### config.mk
export PLATFORM = sky130hd
export DESIGN_NAME = pwm_duty_ramp
export DESIGN_NICKNAME = d
export VERILOG_FILES = /design/src/rtl/pwm_duty_ramp.sv
export SDC_FILE = /design/constraint.sdc
export NUM_CORES = 1
export LEC_CHECK = 0
export ABC_AREA = 1
export CORE_UTILIZATION = 59
export CTS_CLUSTER_DIAMETER = 150
export CTS_CLUSTER_SIZE = 40
export DETAILED_ROUTE_END_ITERATION = 7
export PLACE_DENSITY = 0.77
export REMOVE_ABC_BUFFERS = 1
export SLEW_MARGIN = 20
export SYNTH_ARGS = -nofsm -noshare
export SYNTH_HDL_FRONTEND = slang
export SYNTH_SLANG_ARGS = --single-unit
### constraint.sdc
create_clock -name clk -period 2.4 [get_ports clk]
set_input_delay 0.48 -clock clk [delete_from_list [all_inputs] [get_ports clk]]
set_output_delay 0.48 -clock clk [all_outputs]
set_load 0.01 [all_outputs]
### src/rtl/pwm_duty_ramp.sv
// Breathing duty-cycle sequencer for the PWM stage: ramp up, hold, ramp down, hold.
// Optional square-law output curve when PWM_DUTY_RAMP_GAMMA_EN is defined.
module pwm_duty_ramp #(
  parameter int STEP_CYCLES = 1002,
  parameter int STEP_SIZE   = 1,
  parameter int HOLD_STEPS  = 50
) (
  input  logic       clk,
  input  logic       rst_ni,
  input  logic       start,
  input  logic       stop,
  input  logic       loop_en,
  output logic [6:0] duty_cycle,
  output logic       busy,
  output logic       done
);

  localparam int TW = $clog2(STEP_CYCLES);
  localparam int HW = (HOLD_STEPS > 1) ? $clog2(HOLD_STEPS) : 1;

  typedef enum logic [2:0] {IDLE, UP, HOLD_HI, DOWN, HOLD_LO} state_t;

  state_t          state;
  logic [TW-1:0]   timer;
  logic [HW-1:0]   hold_cnt;
  logic [6:0]      level;
  logic            tick;
  logic            hold_last;
  logic [6:0]      lvl_up;
  logic [6:0]      lvl_dn;

  // 8-bit sum never overflows since level <= 100 and STEP_SIZE <= 100
  function automatic logic [6:0] sat_up(input logic [6:0] lv);
    logic [7:0] sum;
    sum = {1'b0, lv} + 8'(STEP_SIZE);
    return (sum >= 8'd100) ? 7'd100 : sum[6:0];
  endfunction

  function automatic logic [6:0] sat_dn(input logic [6:0] lv);
    logic [7:0] dif;
    if ({1'b0, lv} <= 8'(STEP_SIZE)) begin
      return 7'd0;
    end
    dif = {1'b0, lv} - 8'(STEP_SIZE);
    return dif[6:0];
  endfunction

  assign tick      = (timer == TW'(STEP_CYCLES - 1));
  assign hold_last = (hold_cnt == HW'(HOLD_STEPS - 1));
  assign lvl_up    = sat_up(level);
  assign lvl_dn    = sat_dn(level);

  always_ff @(posedge clk or negedge rst_ni) begin
    if (!rst_ni) begin
      state    <= IDLE;
      timer    <= '0;
      hold_cnt <= '0;
      level    <= '0;
      busy     <= 1'b0;
      done     <= 1'b0;
    end else begin
      done <= 1'b0;
      if (stop) begin
        state    <= IDLE;
        timer    <= '0;
        hold_cnt <= '0;
        level    <= '0;
        busy     <= 1'b0;
      end else begin
        if (state != IDLE) begin
          timer <= tick ? '0 : timer + TW'(1);
        end
        case (state)
          IDLE: begin
            level <= '0;
            timer <= '0;
            if (start) begin
              state <= UP;
              busy  <= 1'b1;
            end
          end
          UP: begin
            if (tick) begin
              level <= lvl_up;
              if (lvl_up == 7'd100) begin
                state    <= HOLD_HI;
                hold_cnt <= '0;
              end
            end
          end
          HOLD_HI: begin
            if (tick) begin
              if (hold_last) begin
                state <= DOWN;
              end else begin
                hold_cnt <= hold_cnt + HW'(1);
              end
            end
          end
          DOWN: begin
            if (tick) begin
              level <= lvl_dn;
              if (lvl_dn == 7'd0) begin
                state    <= HOLD_LO;
                hold_cnt <= '0;
              end
            end
          end
          HOLD_LO: begin
            if (tick) begin
              if (hold_last) begin
                // loop_en matters only here, at the end of the low hold
                if (loop_en) begin
                  state <= UP;
                end else begin
                  state <= IDLE;
                  busy  <= 1'b0;
                  done  <= 1'b1;
                end
              end else begin
                hold_cnt <= hold_cnt + HW'(1);
              end
            end
          end
          default: begin
            state <= IDLE;
            busy  <= 1'b0;
          end
        endcase
      end
    end
  end

`ifdef PWM_DUTY_RAMP_GAMMA_EN
  logic [6:0] duty_p1;

  function automatic logic [6:0] gamma_sq(input logic [6:0] lv);
    logic [13:0] sq;
    sq = 14'(lv) * 14'(lv);
    return 7'(sq / 14'd100);
  endfunction

  // Gamma stage: one extra register after level
  always_ff @(posedge clk or negedge rst_ni) begin
    if (!rst_ni) begin
      duty_p1 <= '0;
    end else begin
      duty_p1 <= gamma_sq(level);
    end
  end

  assign duty_cycle = duty_p1;
`else
  assign duty_cycle = level;
`endif

endmodule

==> summary.md <==
| Metric | Value |
|---|---|
| Outcome | `finished, final reports clean` |
| Most frequent cells in the layout | `nand2_1 (88), nor2_1 (34), dfrtp_1 (28)` |
| Finished layout cell area | `2300 um^2` |
| Core ar. | `3360 um^2` |
| Slew Limit Fails | `0` |
| R2R setup slack | `0.27 ns` |
| Port bufs | `13` |
| Final Wtd Congestion | `0.899` |
| DRT Wirelength | `4360 um` |
| CP Max Fanout | `11` |
| Min-delay worst type | `input pin to asynchronous set/reset pin` |
| Clk buf depth | `2` |
| Cell area after synthesis | `2090 um^2` |
| Synth top area share | `0.336` |
| Sequential area share after synthesis | `0.336` |
| Post-CTS setup buffers | `0` |
| Critical path endpoint category | `flop` |
| Worst-Margin Slew | `0.482 ns` |
| Number of global-route vias before repair | `1,689` |
| Cell depth of the worst flop-to-flop path | `14` |
| Sum Neg Setup Slack | `0 ns` |
| Post-Syn Instances | `297` |
| WP data required | `2.62 ns` |
| Die Width | `61.5 um` |
| Finish-stage setup viols | `0` |
| First-pass DRT Iterations | `6` |
| Vias | `1,947` |
| Die Ht | `61.5 um` |
| Reg clk slew, reported paths | `0.15 ns` |
| CTS resizes | `0` |
| Area growth from synthesis to layout | `10.0%` |
| Placed cell area | `2240 um^2` |
| Tot GR Track Use | `0.256` |
| Root Buffer | `clkbuf_4` |
| First-pass GRT wire length | `7310 um` |
| Top cells by area in the synthesized netlist | `dfrtp_1 (34%), nand2_1 (16%), nor2_1 (6.1%), inv_1 (4.9%), nand3_1 (4.8%)` |
| RSZ-0062 raised after global routing | `false` |
| Routed Antenna Nets | `0` |
| Number of buffers created by CTS | `3` |
| Largest net degree at the start of global routing | `29` |
| Final-layout fill cell count | `308` |
| Clk pwr share | `0.195` |
| Nets | `324` |
| Vias per inst | `5.45` |
| P_leak | `1.13 nW` |
| HPWL after DPL | `3390 um` |
| Top Ports | `14` |
| DRC | `0` |
| Clock Latency Late Sink | `0.33 ns` |
| Row Count | `21` |
| DRT iter0 DRCs | `145` |
| Switching power | `0.647 mW` |
| Layout cells sized above 1 | `0.119` |
| Critical path class | `flop to flop` |
| WP data arrival | `2.35 ns` |
| Synth cell types | `32` |
| Yosys reg bits | `28` |
| Power Density | `678 nW/um^2` |
| Crit share post-route | `0.887` |
| Setup crit end | `hold_cnt[5]` |
| Worst IR Drop VDD | `0.000694 V` |
| Register Area | `701 um^2` |
| Reg power frac | `0.373` |
| Fin. Hold Viols | `0` |
| Final period demand of the worst path | `2.13 ns` |
| Max transition margin | `0.679` |
| # clock sinks | `28` |
| Sw frac | `0.416` |
| Critical Path Start | `duty_cycle[0]` |
| Commonest non-fill, non-tap cell in the layout | `nand2_1` |
| Initial antenna violation count | `0` |
| H-tree Lvls | `1` |
| RR Endpoint | `hold_cnt[5]` |
| Worst setup SP type | `flop` |
| Yosys warns | `0` |
| Skew final | `0.0156 ns` |
| Mean Syn Cell Area | `7.03 um^2` |
| WL/cell | `12.2 um` |
| Multi-input combinational cell area | `1220 um^2` |
| CTS tree | `built` |
| Hold buffers post-CTS | `0` |
| Reg2reg start | `duty_cycle[0]` |
| Initial Util | `0.621` |
| Die area | `3780 um^2` |
| Gr ovfl total | `0` |
| Diodes inserted | `0` |
| Gate power share | `0.432` |
| MaxCap Viol Count | `0` |
| P_int | `0.910 mW` |
| FMAX | `470 MHz` |
| Cell accounting for the most synthesized area | `dfrtp_1` |
synth_stat cells:
master / count
a211oi_1: 1
a21oi_1: 11
a21oi_2: 1
a221oi_1: 1
buf_4: 1
buf_6: 3
dfrtp_1: 28
ha_1: 7
inv_1: 27
inv_2: 8
nand2_1: 89
nand2_2: 2
nand3_1: 20
nand3_2: 5
nand4_1: 14
nor2_1: 34
nor2_2: 5
nor2_4: 3
nor2_8: 1
nor3_1: 11
nor3_2: 2
nor3b_1: 2
o21ai_0: 8
o21ai_1: 1
o21ai_2: 1
o21bai_1: 1
o21bai_2: 1
o22ai_1: 2
o311ai_4: 1
o31ai_1: 2
or2_2: 1
xor2_1: 3
cell type report:
| type | instances | area share |
|---|---|---|
| Inverter | 35 | 0.0572 |
| Tap cell | 46 | 0.0251 |
| Clock inverter | 1 | 0.0131 |
| Multi-Input combinational cell | 230 | 0.530 |
| Sequential cell | 28 | 0.305 |
| Clock buffer | 3 | 0.00981 |
| Timing Repair Buffer | 14 | 0.0599 |
how the worst min path moves through the flow:
| stage | slack [ns] | cells past startpoint | end |
|---|---|---|---|
| after floorplan | 0.18 | 0 | busy |
| after global placement | 0.49 | 2 | busy |
| after detailed placement | 0.49 | 2 | busy |
| after CTS | 0.51 | 2 | duty_cycle[6] |
| after global routing | 0.53 | 2 | duty_cycle[2] |
| final | 0.49 | 2 | duty_cycle[6] |
layer usage:
metal,part of all wire,track usage,vias to the layer above
li1,-,-,1013
met5,0,0,-
met2,0.42,0.387,47
met4,0.0044,0.0317,0
met1,0.52,0.385,883
met3,0.062,0.0567,4
power by group through the flow:
stage	Clock, mW	Combinational [mW]	Sequential, mW
global route	0.328	0.758	0.589
global placement	0	0.658	0.590
detailed placement	0	0.662	0.589
floorplan	0	0.513	0.583
CTS	0.312	0.667	0.580
finish	0.304	0.674	0.580
sequential cells by signal, summed over array words and instances, names as in the netlist:
signal	count
busy	1
done	1
duty_cycle	7
hold_cnt	6
state	3
timer	10
worst max-delay path, cell delays in order, from the launching register on:
cell     delay, ns
dfrtp_1       0.57
ha_1          0.29
nand2_1       0.09
inv_1         0.10
nand3_1       0.06
nand2_1       0.13
nor2_1        0.05
nand2_1       0.05
nand2_1       0.08
nand3_1       0.07
nand2_1       0.07
inv_2         0.17
nand3_2       0.15
nand2_1       0.09
nand2_1       0.05
kinds of logic after synthesis:
group,after synthesis,share of synthesized area
AOI/OAI and AO/OA,31,0.0989
xor gates and xnor gates,3,0.0126
adders and majority gates,7,0.0420
buffers and inverters,39,0.0827
DFF,28,0.336
and+or+nand+nor,189,0.428
metrics by stage:
step | utilization | worst slack, ns | hold WS [ns] | std cells | power [mW]
after global routing | 0.683 | 0.0543 | 0.532 | 357 | 1.68
after detailed placement | 0.666 | 0.128 | 0.489 | 353 | 1.25
after CTS | 0.682 | 0.179 | 0.509 | 357 | 1.56
final | 0.683 | 0.270 | 0.487 | 357 | 1.56
after floorplan | - | 0.456 | 0.184 | 293 | 1.10
after global placement | 0.666 | 0.199 | 0.489 | 353 | 1.25
Note: power is estimated with default switching activity, not from simulation.
